[config.mk]
export PLATFORM = sky130hd
export DESIGN_NAME = ps2_key_rx
export DESIGN_NICKNAME = d
export VERILOG_FILES = /design/src/rtl/ps2_pkg.sv /design/src/rtl/ps2_line_filter.sv /design/src/rtl/ps2_key_rx.sv
export SDC_FILE = /design/constraint.sdc
export NUM_CORES = 1
export LEC_CHECK = 0
export BUFFER_PORTS_ARGS = -buffer_cell sky130_fd_sc_hd__buf_2
export CAP_MARGIN = 20
export CORE_ASPECT_RATIO = 1.25
export CORE_MARGIN = 2
export CORE_UTILIZATION = 54
export DETAILED_ROUTE_END_ITERATION = 8
export PLACE_DENSITY = 0.82
export SYNTH_ARGS = -nofsm -noshare
export SYNTH_HDL_FRONTEND = slang
export SYNTH_SLANG_ARGS = --single-unit
export TNS_END_PERCENT = 30
[constraint.sdc]
create_clock -name clk -period 2.2 [get_ports clk]
set_input_delay 0.33 -clock clk [delete_from_list [all_inputs] [get_ports clk]]
set_output_delay 0.33 -clock clk [all_outputs]
set_load 0.02 [all_outputs]
[src/rtl/ps2_pkg.sv]
// ps2_pkg: shared types and constants
// for the PS/2 keyboard receive path.
package ps2_pkg;

  typedef enum logic [1:0] {
    IDLE,
    DATA,
    PARITY,
    STOP
  } ps2_state_t;

  localparam logic [7:0] PS2_PREFIX_EXT = 8'hE0;
  localparam logic [7:0] PS2_PREFIX_BRK = 8'hF0;

  typedef struct packed {
    logic [7:0] code;
    logic       brk;
    logic       ext;
  } ps2_key_t;

endpackage

[src/rtl/ps2_line_filter.sv]
// ps2_line_filter: 2-FF synchroniser plus
// glitch filter for one PS/2 line.
module ps2_line_filter
  import ps2_pkg::*;
#(
  parameter int FILTER_LEN = 4
) (
  input  logic clk,
  input  logic rst_n,
  input  logic line_raw,
  output logic line_filt
);

  localparam int CW = $clog2(FILTER_LEN + 1);
  localparam logic [CW-1:0] CNT_LAST = CW'(FILTER_LEN - 1);

  logic [1:0]    sync_q;
  logic [CW-1:0] cnt_q;
  logic          filt_q;

  // synchronise the raw pin into clk domain
  always_ff @(posedge clk or negedge rst_n) begin
    if (!rst_n) begin
      sync_q <= 2'b11;
    end else begin
      sync_q <= {sync_q[0], line_raw};
    end
  end

  // flip level after FILTER_LEN equal samples
  always_ff @(posedge clk or negedge rst_n) begin
    if (!rst_n) begin
      cnt_q  <= '0;
      filt_q <= 1'b1;
    end else if (sync_q[1] == filt_q) begin
      cnt_q <= '0;
    end else if (cnt_q == CNT_LAST) begin
      cnt_q  <= '0;
      filt_q <= sync_q[1];
    end else begin
      cnt_q <= cnt_q + 1'b1;
    end
  end

  assign line_filt = filt_q;

endmodule

[src/rtl/ps2_key_rx.sv]
// ps2_key_rx: PS/2 frame receiver with
// E0/F0 prefix folding into key events.
module ps2_key_rx
  import ps2_pkg::*;
#(
  parameter int FILTER_LEN     = 4,
  parameter int TIMEOUT_CYCLES = 65000
) (
  input  logic       clk,
  input  logic       rst_n,
  input  logic       ps2_clk,
  input  logic       ps2_data,
  output logic       key_valid,
  output logic [7:0] key_code,
  output logic       key_break,
  output logic       key_ext,
  output logic       err_parity,
  output logic       err_frame
);

  localparam logic [16:0] TMO_LAST =
    17'(TIMEOUT_CYCLES - 1);

  ps2_state_t  state_q, state_d;
  logic        clk_f, data_f, clk_prev;
  logic        fall, tmo_hit;
  logic [2:0]  bit_cnt;
  logic [7:0]  shreg;
  logic        par_bit;
  logic [16:0] tmo_cnt;
  logic        frame_err_d, par_err_d, byte_ok_d;
  logic        ext_pend, brk_pend;
  logic        kv_q, ep_q, ef_q;
  ps2_key_t    key_q;

  ps2_line_filter #(
    .FILTER_LEN(FILTER_LEN)
  ) u_clk_filt (
    .clk      (clk),
    .rst_n    (rst_n),
    .line_raw (ps2_clk),
    .line_filt(clk_f)
  );

  ps2_line_filter #(
    .FILTER_LEN(FILTER_LEN)
  ) u_data_filt (
    .clk      (clk),
    .rst_n    (rst_n),
    .line_raw (ps2_data),
    .line_filt(data_f)
  );

  assign fall    = clk_prev & ~clk_f;
  assign tmo_hit = (state_q != IDLE) && !fall
                && (tmo_cnt == TMO_LAST);

  // previous filtered clock for edge detect
  always_ff @(posedge clk or negedge rst_n) begin
    if (!rst_n) clk_prev <= 1'b1;
    else        clk_prev <= clk_f;
  end

  // frame state register
  always_ff @(posedge clk or negedge rst_n) begin
    if (!rst_n) state_q <= IDLE;
    else        state_q <= state_d;
  end

  // next state and per-frame verdicts
  always_comb begin
    state_d     = state_q;
    frame_err_d = 1'b0;
    par_err_d   = 1'b0;
    byte_ok_d   = 1'b0;
    if (tmo_hit) begin
      state_d     = IDLE;
      frame_err_d = 1'b1;
    end else if (fall) begin
      unique case (state_q)
        IDLE: begin
          if (data_f) frame_err_d = 1'b1;
          else        state_d     = DATA;
        end
        DATA: begin
          if (bit_cnt == 3'd7) state_d = PARITY;
        end
        PARITY: state_d = STOP;
        STOP: begin
          state_d = IDLE;
          if (!data_f)
            frame_err_d = 1'b1;
          else if (!(^{shreg, par_bit}))
            par_err_d = 1'b1;
          else
            byte_ok_d = 1'b1;
        end
        default: state_d = IDLE;
      endcase
    end
  end

  // shift register, bit count, parity capture
  always_ff @(posedge clk or negedge rst_n) begin
    if (!rst_n) begin
      bit_cnt <= '0;
      shreg   <= '0;
      par_bit <= 1'b0;
    end else if (fall) begin
      if (state_q == IDLE) bit_cnt <= '0;
      if (state_q == DATA) begin
        shreg   <= {data_f, shreg[7:1]};
        bit_cnt <= bit_cnt + 3'd1;
      end
      if (state_q == PARITY) par_bit <= data_f;
    end
  end

  // saturating inter-edge timeout counter
  always_ff @(posedge clk or negedge rst_n) begin
    if (!rst_n) begin
      tmo_cnt <= '0;
    end else if (fall) begin
      tmo_cnt <= '0;
    end else if (state_q != IDLE && tmo_cnt != '1) begin
      tmo_cnt <= tmo_cnt + 17'd1;
    end
  end

  // prefix folding and registered outputs
  always_ff @(posedge clk or negedge rst_n) begin
    if (!rst_n) begin
      kv_q     <= 1'b0;
      ep_q     <= 1'b0;
      ef_q     <= 1'b0;
      ext_pend <= 1'b0;
      brk_pend <= 1'b0;
      key_q    <= '0;
    end else begin
      kv_q <= 1'b0;
      ep_q <= par_err_d;
      ef_q <= frame_err_d;
      if (frame_err_d || par_err_d) begin
        ext_pend <= 1'b0;
        brk_pend <= 1'b0;
      end else if (byte_ok_d) begin
        unique case (1'b1)
          (shreg == PS2_PREFIX_EXT): ext_pend <= 1'b1;
          (shreg == PS2_PREFIX_BRK): brk_pend <= 1'b1;
          default: begin
            kv_q       <= 1'b1;
            key_q.code <= shreg;
            key_q.brk  <= brk_pend;
            key_q.ext  <= ext_pend;
            ext_pend   <= 1'b0;
            brk_pend   <= 1'b0;
          end
        endcase
      end
    end
  end

  assign key_valid  = kv_q;
  assign key_code   = key_q.code;
  assign key_break  = key_q.brk;
  assign key_ext    = key_q.ext;
  assign err_parity = ep_q;
  assign err_frame  = ef_q;

endmodule

# Word-level counts from Yosys, hierarchy flattened
# Cells that the tools add are included.
# W data, S select, Z words.
[op_classes]
addsub = 4
n_eq_ne = 16
muxes = 37
bitwise = 6
reduce_logical = 22
[ops]
columns = ["cell", "count"]
rows = [
  ["$mux W17", 2],
  ["$mux W1", 21],
  ["$mux W3", 6],
  ["$add A17 B1 Y17 const B", 1],
  ["$eq A17 B16 Y1 const B", 1],
  ["$ne A17 B17 Y1 const B", 1],
  ["$eq A8 B8 Y1 const B", 2],
  ["$reduce_and A2 Y1", 7],
  ["$reduce_bool A2 Y1", 5],
  ["$add A3 B1 Y3 const B", 3],
  ["$reduce_xor A9 Y1", 1],
  ["$mux W2", 4],
  ["$pmux W2 S4", 1],
  ["$eq A3 B2 Y1 const B", 2],
  ["$ne A3 B3 Y1 const B", 2],
  ["$pmux W1 S2", 3],
  ["$reduce_and A3 Y1", 2],
  ["$not A1 Y1", 5],
  ["$eq A2 B2 Y1 const B", 2],
  ["$ne A2 B2 Y1 const B", 2],
  ["$eq A3 B3 Y1 const B", 1],
  ["$logic_and A1 B1 Y1", 3],
  ["$eq A1 B1 Y1", 2],
  ["$eq A2 B1 Y1 const B", 1],
  ["5 further kinds", 5],
]
[word_totals]
register_bits = 59
input_bits = 4
output_inout_bits = 13
elab_cells = 105

# Depth between registers and ports, before layout
# Gate-level depths: netlist of run 1.
[depth]
ltp_word = 9
mapped_depth = 11
ltp_nobuf = 11

# Hierarchy
# From an unflattened synthesis of run 1, not the netlist that was laid out.
[unflattened]
hier_cells = 230
hier_area_um2 = 2792.7
[by_module_without_submodules]
columns = ["mod", "instances", "cells_per_inst", "area_per_inst_um2", "seq_area_each_um2"]
rows = [
  ["ps2_key_rx", 1, 204, 2339.7, 1177.4],
  ["ps2_line_filter (u_clk_filt)", 1, 13, 232.7, 153.9],
  ["ps2_line_filter (u_data_filt)", 1, 13, 220.2, 153.9],
]

# Worst setup path before layout of run 1
# OpenSTA, ideal clock, no wires.
[synth_path]
path_kind = "reg2reg"
startpoint = "register clk_prev"
endpoint = "register key_q, in the netlist key_break"
setup_time_ns = 0.125
arrival_ns = 2.048
required_time_ns = 2.075
path_slack_ns = 0.027
stages_incl_launch_ff = 8
n_path_buf = 1
period_less_slack_ns = 2.173
path_cell_list = "dfstp_2 nor2b_1 clkbuf_1 nand3_1 or2_2 a21oi_1 a21boi_4 mux2_2"
[synth_between]
elab_chain_len = 8
elab_cells_between_ends = 13
classes_between = "mux (6); bitwise (2); reduce/logical (5)"
[synth_lines]
columns = ["item", "line_no", "source"]
rows = [
  ["from (decl)", "ps2_key_rx.sv:25", "logic clk_f, data_f, clk_prev;"],
  ["from (signal assigned)", "ps2_key_rx.sv:61", "else clk_prev <= clk_f;"],
  ["$and A1 B1 Y1 *", "ps2_key_rx.sv:54", "assign fall = clk_prev & ~clk_f;"],
  ["$logic_not A1 Y1", "ps2_key_rx.sv:55", "assign tmo_hit = (state_q != IDLE) && !fall"],
  ["$logic_and A1 B1 Y1", "ps2_key_rx.sv:55", ""],
  ["$logic_and A1 B1 Y1", "ps2_key_rx.sv:56", "&& (tmo_cnt == TMO_LAST);"],
  ["$mux W1", "ps2_key_rx.sv:76", "if (tmo_hit) begin"],
  ["$logic_or A1 B1 Y1", "ps2_key_rx.sv:143", "if (frame_err_d || par_err_d) begin"],
  ["$not A1 Y1 (no line)", "-", ""],
  ["$reduce_and A3 Y1 (no line) *", "-", ""],
  ["to (decl)", "ps2_key_rx.sv:34", "ps2_key_t key_q;"],
]
# Mark *: on every way between the ends. The rest lies on a longest branch, timed or not.
# A chain may end at the register's enable or synchronous reset.

# Final worst setup path of run 1
[layout_path]
startpoint = "register shreg[1]"
endpoint = "register key_q, in the netlist key_code[2]"
[layout_between]
elab_chain_len = 9
elab_cells_between_ends = 18
classes_between = "eq/ne (2); mux (10); bitwise (2); reduce/logical (4)"
[layout_lines]
columns = ["item", "line_no", "source"]
rows = [
  ["from (decl)", "ps2_key_rx.sv:28", "logic [7:0] shreg;"],
  ["from (signal assigned)", "ps2_key_rx.sv:112", "shreg <= {data_f, shreg[7:1]};"],
  ["$reduce_xor A9 Y1", "ps2_key_rx.sv:93", "else if (!(^{shreg, par_bit}))"],
  ["$mux W1", "ps2_key_rx.sv:93", ""],
  ["$mux W1", "ps2_key_rx.sv:91", "if (!data_f)"],
  ["$mux W1", "ps2_key_rx.sv:80", "unique case (state_q)"],
  ["$mux W1", "ps2_key_rx.sv:79", "end else if (fall) begin"],
  ["$mux W1", "ps2_key_rx.sv:76", ""],
  ["$logic_or A1 B1 Y1", "ps2_key_rx.sv:143", ""],
  ["$not A1 Y1 (no line)", "-", ""],
  ["$reduce_and A3 Y1 (no line) *", "-", ""],
]
# Marks and branches as above.

==> run metrics, run 1 <==
Final Wtd Congestion about 0.74; IO Pins 17; post-route setup slack 39.38 ps; clock buffer depth 2; wire per inst 14.46 um; outcome complete, no violations; First-pass DRT Iterations 4; DPL Wire Length 3375 um; first-pass GRT wire length 8431 um; Final Setup Violations 0; post-synthesis sequential area ratio 55.18%; Die ar. 5568 um^2; ANT nets after route 0; CP required around 2400 ps; final cell count without fillers 350; f_max 462.8 MHz; GRT Util Overall between 20 and 25%; Layout area overhead 23.62%; Max Cap Viol 0; type of the worst min-delay path primary input to register; Slew HR ~74%; CTS tree yes; IO Port Bufs 16; DRC Markers 0; Syn. warnings 0; antenna cell count 0; Mapped Cells 235; Post-synth top flop dfrtp_1; GRT busiest layer met2; Clk Latency, worst-skew pair 340 ps; Leak 1.605 nW; Root Driver clkbuf_8; CP arrival 2390 ps; Startpoint Class register; Synth Net Count 250; total CTS buffers 9; global route overflow 0; final max-slew violation count 0; initial core utilization 56.49%; vias in the first global route 1934; routing usage on met1 24.27%; final setup TNS 0 ps; via/cell ratio 5.454; clk slew on worst S/H paths 70 ps; Max rail drop VDD 0.5904 mV; row count 28; Iteration-0 DRC Markers 133; largest net degree at the start of global routing 60; ys async rst share 100.0%; Avg Inst Size Synth 11.45 um^2; drt total wl 5062 um; initial antenna violation count 0; PwrDens between 1000 and 1500 nW/um^2; Netlist cell types 35; # fillers 338; met2 usage 32.22%; measured slew at the worst slew-check pin 382.5 ps; min Tclk post-route between 2000 and 2500 ps; Post-Place Cells 328; Place WS -63.05 ps; final net count 300; Fin. Hold Viols 0; met3 GRT Util approximately 5.7%; Worst setup EP type register; Tot Pwr around 0.004 W; post-synthesis register bit count 59; skew final just under 6 ps; hold_ws 92.70 ps; core area 4765 um^2; Crit Path Category register to register; CTS HTree Levels 3; CTS sink count 59; share of layout cells above drive strength 1 roughly 34%; area of the mapped netlist between 2000 and 3000 um^2; Crit Path Max Fanout 7; via count 1909; Die Wd 67.15 um; RSZ-0062 raised after global routing yes; number of synthesized flops with an enable pin 0; period utilization a little over nine tenths; Die Y 82.93 um
[cells in the mapped netlist, drive strengths merged, types with 6 or more instances]
cell    instances  area share [%]
dfstp           7             6.8
nand2          16             2.2
nor3           10             1.9
mux2           17             7.1
clkbuf          7             1.1
dfrtp          52              48
nor2           22             3.1
xor2            8             2.6
nand3           6             1.1
o21ai          17             3.2
inv             7            0.98
xnor2          10             3.3
ha             11             5.1
a21oi           8             1.5
[worst paths after layout]
| check | end | slack [ps] | start | cells after the start |
|---|---|---|---|---|
| hold reg to reg | u_data_filt.sync_q[1]$_DFF_PN1_ | 350 | u_data_filt.sync_q[0]$_DFF_PN1_ | 0 |
| hold / removal | u_clk_filt.sync_q[0]$_DFF_PN1_ | 90 | ps2_clk | 1 |
| min in group asynchronous | u_data_filt.cnt_q[0]$_DFF_PN0_ | 520 | rst_n | 3 |
| setup reg to reg | key_code[2]$_DFFE_PN0P_ | 40 | shreg[1]$_DFFE_PN0P_ | 7 |
| setup / recovery | key_code[2]$_DFFE_PN0P_ | 40 | shreg[1]$_DFFE_PN0P_ | 7 |
| max in group asynchronous | u_data_filt.sync_q[0]$_DFF_PN1_ | 1360 | rst_n | 3 |
[cells in the final DEF (no fill, tap or decap), types with 2 or more instances in the layout]
cell type	n
dfrtp_1	52
buf_4	27
nor2_1	20
nand2_1	16
o21ai_0	16
buf_2	16
mux2_2	14
nor3_1	10
ha_1	10
xnor2_1	9
clkbuf_8	9
xor2_1	8
inv_1	7
a21oi_1	7
dfstp_2	7
nand3_1	6
nor3b_1	4
nand4_1	4
clkinv_2	4
nor2b_1	3
and3_4	3
or3_1	3
a32o_1	3
mux2_4	3
or2_2	2
and4_1	2
a31oi_1	2
bufinv_16	2
buf_12	2
[per-layer routing]
metal / part of all wire [%] / wire length [um]
met5: 0 / 0
met2: 53 / 2676
met1: 42 / 2113
met3: 3.6 / 181
met4: 1.8 / 89
[cell type report]
class | count | area (um^2) | area share [%]
Clock buffer | 10 | 127.6 | 3.836
Clock inverter | 6 | 80.08 | 2.407
Inverter | 7 | 26.28 | 0.7898
Multi-Input combinational cell | 162 | 1200 | 36.07
Sequential cell | 59 | 1485 | 44.64
Tap cell | 60 | 75.07 | 2.256
Timing Repair Buffer | 46 | 332.8 | 10.00
[timing repair]
| action | in CTS | in global routing |
|---|---|---|
| setup endpoints to repair | 14 | 17 |
| hold buffers | 1 | 0 |
| pin swaps | 0 | 10 |
| buffers inserted | 3 | 2 |
| resized for setup | 2 | 11 |
| hold endpoints to repair | 52 | 0 |
[power breakdown]
part           total, W  internal (W)  switching, W
registers       0.00148       0.00131      0.000175
clock network   0.00105      0.000630      0.000418
logic           0.00140      0.000672      0.000724
total           0.00393       0.00261       0.00132
[state kept, by name (all words and copies together) (netlist names), 2 cells and up]
register / count
u_clk_filt.cnt_q: 3
key_code: 8
bit_cnt: 3
state_q: 2
u_clk_filt.sync_q: 2
u_data_filt.sync_q: 2
u_data_filt.cnt_q: 3
tmo_cnt: 17
shreg: 8
[cells by family after synthesis]
kind of cell               share of synthesized area (%)
and+or+nand+nor                                    14.32
DFF                                                55.18
AOI/OAI and AO/OA                                  8.229
xor gates and xnor gates                           7.578
muxes                                              7.485
buffers and inverters                              2.092
adders and majority gates                          5.114
[through the flow]
step           utilization, %  instance area (um^2)
4_1_cts                 68.57                  3267
3_3_place_gp            63.16                  3009
6_report                69.83                  3327
2_1_floorplan               -                  2691
3_5_place_dp            63.16                  3009
5_1_grt                 69.83                  3327
[critical path, stage by stage (launching register included)]
cell and delay (ps):
dfrtp_1 380, xnor3_1 370, xnor3_2 300, xnor2_2 160, a21oi_1 140, a21boi_4 220, buf_12 140, mux2_2 320
No activity file was read; power rests on OpenSTA's default activity.
==> run 2: changes to the inputs <==
--- a/config.mk
+++ b/config.mk
@@ -5,6 +5,7 @@
 export SDC_FILE = /design/constraint.sdc
 export NUM_CORES = 1
 export LEC_CHECK = 0
+export ABC_AREA = 1
 export BUFFER_PORTS_ARGS = -buffer_cell sky130_fd_sc_hd__buf_2
 export CAP_MARGIN = 20
 export CORE_ASPECT_RATIO = 1.25
==> run metrics, run 2 <==
Top reg by flops tmo_cnt; crit-path cells ha_4, nand2_2, nor3_2, nand3_1, nor3b_2, ha_2, nor2_4, nand3_4, nor4_4, nand2_1, buf_4, o21ai_0, a21oi_1; commonest non-fill, non-tap cell in the layout nand2_1; Synth top area share 44.92% (-3.4 points); worst hold stages 1 (unchanged); RSZ-0062 raised after global routing yes; clk slew on worst S/H paths 60 ps (about the same); via count 2392 (+25%); Max rail drop VDD 0.8136 mV (+38%); Largest register FFs 17 (unchanged); first-pass GRT wire length 9998 um (+19%); outcome complete, no violations; IO Pins 17 (unchanged); WP buf/inv 1 (unchanged); Root Driver clkbuf_8; Slew HR 67.19% (-7.2 points); ANT nets after route 0 (unchanged); PwrDens 1130 nW/um^2 (-4.3%); Post-Place Cells 422 (+29%); type of the worst min-delay path primary input to register; initial core utilization 56.62% (+0.13 points); # fillers 380 (+12%); DRC Markers 0 (unchanged); Fin. Hold Viols 0 (unchanged); DPL Wire Length 3862 um (+14%); Iteration-0 DRC Markers 142 (+6.8%); share of layout cells above drive strength 1 22.83% (-11 points); Slowest-stage cell, CP dfrtp_1; measured slew at the worst slew-check pin 490.9 ps (+108.4 ps); CTS tree yes; Crit Path Max Fanout 4 (-3); core area 5116 um^2 (+7.4%); ys async rst share 100.0% (unchanged); area of the mapped netlist 2897 um^2 (+7.6%); f_max 462.0 MHz (-0.18%); Netlist cell types 32 (-8.6%); Largest stage delay, worst path 420 ps (+40 ps); Mapped Cells 340 (+45%); Worst setup EP type register; final cell count without fillers 443 (+27%); Clk Latency, worst-skew pair 350 ps (about the same); CP required 2430 ps (about the same); post-synthesis register bit count 59 (unchanged); GRT Util Overall 21.44% (+1.4 points); Leak 1.751 nW (+9.1%); Die ar. 5969 um^2 (+7.2%); Crit Path Category register to register; total CTS buffers 9 (unchanged); largest net degree at the start of global routing 41 (-32%); antenna cell count 0 (unchanged); synth cell count leaders 94 x nand2_1, 52 x dfrtp_1, 44 x inv_1; Die Y 85.89 um (+3.6%); wire per inst 13.53 um (-6.4%); First-pass DRT Iterations 5 (+1); Die Wd 69.51 um (+3.5%); Post-synth top flop dfrtp_1; R2R setup slack 40 ps (about the same); top-count cell post-synth nand2_1; Tot Pwr 0.003940 W (+0.33%); period utilization 98.38% (+0.17 points); final net count 391 (+30%); hold path start ps2_clk; Avg Inst Size Synth 8.519 um^2 (-26%); drt total wl 5996 um (+18%); r2r startpoint tmo_cnt[1]$_DFFE_PN0P_; commonest non-fill, non-tap cells in the layout 91 x nand2_1, 51 x dfrtp_1, 43 x inv_1; Layout area overhead 20.39%; final max-slew violation count 0 (unchanged); r2r worst-path depth 13 (+6); Startpoint Class register; CTS HTree Levels 3 (unchanged); vias in the first global route 2341 (+21%); Final Setup Violations 0 (unchanged); Synth area leaders dfrtp_1 45%, nand2_1 12%, dfstp_2 6.3%; initial antenna violation count 0 (unchanged); CTS sink count 59 (unchanged); row count 29 (+3.6%); global route overflow 0 (unchanged); number of synthesized flops with an enable pin 0 (unchanged); min Tclk post-route 2164 ps (+3.793 ps); largest area contributor in the netlist dfrtp_1; skew final 6.212 ps (+0.4168 ps); via/cell ratio 5.400 (-1.0%); CP arrival 2390 ps (about the same); Syn. warnings 0 (unchanged); clock buffer depth 2 (unchanged); Max Cap Viol 0 (unchanged); worst min-delay path endpoint u_clk_filt.sync_q[0]$_DFF_PN1_; critical path's top delay family simple AND/OR/NAND/NOR gates; Reg-to-Reg End tmo_cnt[7]$_DFFE_PN0P_; Synth Net Count 355 (+42%); IO Port Bufs 16 (unchanged); Final Wtd Congestion 0.8850 (+19%); post-synthesis sequential area ratio 51.27% (-3.9 points)
-- run 2: final cells by class --
class	count	area (um^2)	area share, %
clock buffer	12	165.2	4.736
clock inverter	4	95.09	2.727
inverter	48	180.2	5.167
multi-input combinational	229	1290	36.99
sequential	59	1486	42.63
tap	62	77.57	2.225
timing repair buffer	29	192.7	5.526
-- run 2: metal layers --
metal	global-route usage, %	vias to the layer above	part of all wire [%]
li1	-	1178	-
met1	22.54	1113	40
met2	38.20	82	52
met3	4.348	19	4.4
met4	15.15	0	3.1
met5	0	-	0
-- run 2: through the flow --
stage                     hold WS (ps)  util [%]  setup WS (ps)  cell area (um^2)  TNS, ps
after CTS                        71.28     66.42          20.73              3398        0
after detailed placement         309.8     60.63         -40.05              3102   -95.45
final                            80.61     68.16          35.59              3487        0
after global placement           305.0     60.63          52.60              3102        0
after global routing             67.74     68.16         -103.2              3487   -302.8
after floorplan                  34.41         -          120.2              2897        0
-- run 2: worst register-to-register path, cell delays in order (launching register included) --
cell and delay, ps:
dfrtp_1 420, ha_4 180, nand2_2 70, nor3_2 40
nand3_1 120, nor3b_2 70, ha_2 180, nor2_4 150
nand3_4 120, nor4_4 180, nand2_1 120, buf_4 150
o21ai_0 170, a21oi_1 60
-- run 2: cells by family (layout without fill, tap and decap cells) --
| logic type | count (synthesis) | count (layout) | share of synthesized area (%) |
|---|---|---|---|
| buffers and inverters | 52 | 93 | 7.084 |
| XOR/XNOR | 3 | 3 | 0.9073 |
| AND/OR/NAND/NOR | 166 | 166 | 25.96 |
| flip-flops | 59 | 59 | 51.27 |
| adder cells (fa/ha/maj) | 11 | 11 | 4.752 |
| AO/OA/AOI/OAI | 49 | 49 | 10.02 |
-- run 2: how the worst max path moves through the flow --
stage                                      start                 endpoint  slack (ps)  depth (start not counted)
after detailed placement  tmo_cnt[0]$_DFFE_PN0P_   tmo_cnt[8]$_DFFE_PN0P_         -40                         15
after floorplan           tmo_cnt[0]$_DFFE_PN0P_  tmo_cnt[11]$_DFFE_PN0P_         120                         14
final                     tmo_cnt[1]$_DFFE_PN0P_   tmo_cnt[7]$_DFFE_PN0P_          40                         13
after global placement    tmo_cnt[0]$_DFFE_PN0P_  tmo_cnt[12]$_DFFE_PN0P_          50                         14
after CTS                 tmo_cnt[1]$_DFFE_PN0P_  tmo_cnt[11]$_DFFE_PN0P_          20                         14
after global routing      tmo_cnt[0]$_DFFE_PN0P_  tmo_cnt[14]$_DFFE_PN0P_        -100                         12
-- run 2: repair_timing --
action	4_1_cts	5_1_grt
hold buffers	1	0
setup buffers	1	3
pin swaps	3	4
endpoints found under the hold margin	19	0
resized for setup	5	15
setup endpoints to repair	5	10
-- run 2: where the power goes --
part	switching (W)	leakage [nW]	total (W)	internal, W
combinational	0.000785	0.837	0.00122	0.000431
clock	0.000425	0.133	0.00127	0.000843
sequential	0.000163	0.782	0.00146	0.00129
total	0.00137	1.75	0.00394	0.00257
==> run 3: changes to the inputs <==
--- a/config.mk
+++ b/config.mk
@@ -10,9 +10,10 @@
 export CAP_MARGIN = 20
 export CORE_ASPECT_RATIO = 1.25
 export CORE_MARGIN = 2
-export CORE_UTILIZATION = 54
+export CORE_UTILIZATION = 55
 export DETAILED_ROUTE_END_ITERATION = 8
-export PLACE_DENSITY = 0.82
+export HOLD_SLACK_MARGIN = 0.08
+export PLACE_DENSITY = 0.8
 export SYNTH_ARGS = -nofsm -noshare
 export SYNTH_HDL_FRONTEND = slang
 export SYNTH_SLANG_ARGS = --single-unit
==> constraint.sdc (replaced) <==
create_clock -name clk -period 2.1 [get_ports clk]
set_input_delay 0.315 -clock clk [delete_from_list [all_inputs] [get_ports clk]]
set_output_delay 0.315 -clock clk [all_outputs]
set_load 0.02 [all_outputs]
==> run metrics, run 3 (synthesis results as in run 2) <==
outcome complete, but fails checks; failing checks negative setup slack; measured slew at the worst slew-check pin 488.0 ps (-2.908 ps); drt total wl 6576 um (+9.7%); Crit Path Max Fanout 4 (unchanged); PwrDens 1076 nW/um^2 (-4.8%); DPL Wire Length 3962 um (+2.6%); Reg-to-Reg End tmo_cnt[12]$_DFFE_PN0P_; clk slew on worst S/H paths 70 ps (about the same); Die Wd 68.91 um (-0.86%); RSZ-0062 raised after global routing yes; Sw Pwr 0.001483 W (+8.0%); CTS HTree Levels 3 (unchanged); wire per inst 14.20 um (+4.9%); First-pass DRT Iterations 4 (-1); CP arrival 2400 ps (about the same); Seq pwr share 39.2% (+2.3 points); f_max 460.7 MHz (-0.28%); Iteration-0 DRC Markers 157 (+11%); Final Wtd Congestion 0.8945 (+1.1%); period utilization 103.4% (+5.0 points); clock buffer depth 2 (unchanged); met3 GRT Util 7.958% (+3.6 points); post-route setup slack -70.55 ps (-106.1 ps); Max rail drop VDD 0.5731 mV (-30%); vias in the first global route 2462 (+5.2%); commonest non-fill, non-tap cells in the layout 90 x nand2_1, 51 x dfrtp_1, 43 x inv_1; core area 5080 um^2 (-0.71%); initial antenna violation count 0 (unchanged); row count 29 (unchanged); largest net degree at the start of global routing 24 (-41%); combinational power share 34.8% (+3.9 points); Final Util 71.53% (+3.4 points); Die ar. 5867 um^2 (-1.7%); Clk Latency, worst-skew pair 340 ps (about the same); Root Driver clkbuf_8; Startpoint Class register; hold_ws 354.6 ps (+274.0 ps); Worst setup EP type register; Max Cap Viol 0 (unchanged); met2 usage 39.69% (+1.5 points); sw frac 37.94% (+3.1 points); initial core utilization 57.02% (+0.40 points); commonest non-fill, non-tap cell in the layout nand2_1; Top reg by flops tmo_cnt; r2r startpoint tmo_cnt[0]$_DFFE_PN0P_; share of layout cells above drive strength 1 27.93% (+5.1 points); IO Port Bufs 16 (unchanged); Layout area overhead 25.44%; R2R setup slack -70 ps (-110 ps); Leak 1.850 nW (+5.6%); first-pass GRT wire length 10400 um (+4.0%); Final Setup Violations 5 (+5); CP required 2330 ps (-100 ps); CTS tree yes; # fillers 392 (+3.2%); GRT busiest layer met2; skew final 11.71 ps (+5.496 ps); CP endpoint tmo_cnt[12]$_DFFE_PN0P_; GRT Util Overall 23.96% (+2.5 points); CTS sink count 59 (unchanged); type of the worst min-delay path register to register; crit path launch tmo_cnt[0]$_DFFE_PN0P_; min Tclk post-route 2171 ps (+6.134 ps); final max-slew violation count 0 (unchanged); global route overflow 0 (unchanged); via count 2521 (+5.4%); r2r worst-path depth 14 (+1); DRC Markers 0 (unchanged); antenna cell count 0 (unchanged); Largest register FFs 17 (unchanged); P_int 0.002425 W (-5.5%); ANT nets after route 0 (unchanged); Crit Path Category register to register; Fin. Hold Viols 0 (unchanged); Slew HR 67.43% (+0.24 points); Clock Power Share 26.0% (-6.2 points); final net count 411 (+5.1%); total CTS buffers 9 (unchanged); via/cell ratio 5.445 (+0.84%); Die Y 85.14 um (-0.87%); routing usage on met1 25.72% (+3.2 points); IO Pins 17 (unchanged)
run 3: cell types whose count changed in the layout (fill, tap and decap cells not counted), moves of 2 or more:
cell / previous run / this run
clkbuf_1: 0 / 3
bufinv_16: 3 / 1
buf_4: 11 / 29
nor2_1: 15 / 13
a21oi_1: 11 / 8
nor2_2: 1 / 3
nor3_4: 0 / 2
clkbuf_8: 12 / 10
dlygate4sd3_1: 1 / 3
a21oi_2: 2 / 5
run 3: routing by layer:
layer,part of all wire [%],vias to the layer above
met1,39,1205
met5,0,-
met4,4.7,0
li1,-,1217
met2,53,70
met3,3.8,29
run 3: area by class of cell:
cell class	instances	area, um^2	area share (%)
Sequential cell	59	1486	40.91
Clock inverter	3	40.04	1.102
Inverter	48	180.2	4.959
Timing Repair Buffer	49	339.1	9.332
Clock buffer	13	148.9	4.098
Tap cell	62	77.57	2.135
Multi-Input combinational cell	229	1361	37.47
run 3: worst min path at each step:
| stage | cells past startpoint | to | start | slack, ps |
|---|---|---|---|---|
| after detailed placement | 1 | key_code[2]$_DFFE_PN0P_ | rst_n | 250 |
| after CTS | 0 | u_data_filt.sync_q[1]$_DFF_PN1_ | u_data_filt.sync_q[0]$_DFF_PN1_ | 360 |
| after floorplan | 0 | bit_cnt[0]$_DFFE_PN0P_ | rst_n | 20 |
| final | 0 | u_data_filt.sync_q[1]$_DFF_PN1_ | u_data_filt.sync_q[0]$_DFF_PN1_ | 350 |
| after global placement | 1 | key_code[1]$_DFFE_PN0P_ | rst_n | 250 |
| after global routing | 0 | u_data_filt.sync_q[1]$_DFF_PN1_ | u_data_filt.sync_q[0]$_DFF_PN1_ | 360 |
run 3: critical path, stage by stage (launching register included):
cell and delay [ps]:
dfrtp_1 420, ha_4 200, nand2_4 80, nor3_4 40, nand3_2 80, nor3b_2 50, ha_2 190, nor2_4 160
nand2_2 120, nor2_4 140, nand3_4 100, nor2_4 130, nand2_2 100, o21ai_4 160, a21oi_2 70
run 3: timing repair:
| item | in CTS | in global routing |
|---|---|---|
| hold endpoints to repair | 17 | 0 |
| hold buffers | 3 | 0 |
| gates cloned | 0 | 0 |
| gates resized for setup | 15 | 22 |
| pin swaps | 10 | 6 |
| setup endpoints to repair | 7 | 22 |
| buffers inserted | 9 | 5 |
run 3: power groups by stage:
stage | Sequential [W] | Clock (W) | Combinational [W]
6_report | 0.00153 | 0.00102 | 0.00136
5_1_grt | 0.00156 | 0.00109 | 0.00154
4_1_cts | 0.00152 | 0.00102 | 0.00125
3_5_place_dp | 0.00154 | 0 | 0.00119
3_3_place_gp | 0.00153 | 0 | 0.00116
2_1_floorplan | 0.00152 | 0 | 0.000873
run 3: stage by stage:
step	setup WS (ps)	setup TNS, ps	total power (W)	std cells	cell area [um^2]
2_1_floorplan	20.21	0	0.002396	340	2897
3_3_place_gp	57.22	0	0.002684	430	3149
3_5_place_dp	-67.65	-121.8	0.002729	430	3149
4_1_cts	-32.82	-88.64	0.003784	458	3500
5_1_grt	-191.0	-1322	0.004193	463	3633
6_report	-70.55	-274.8	0.003908	463	3633
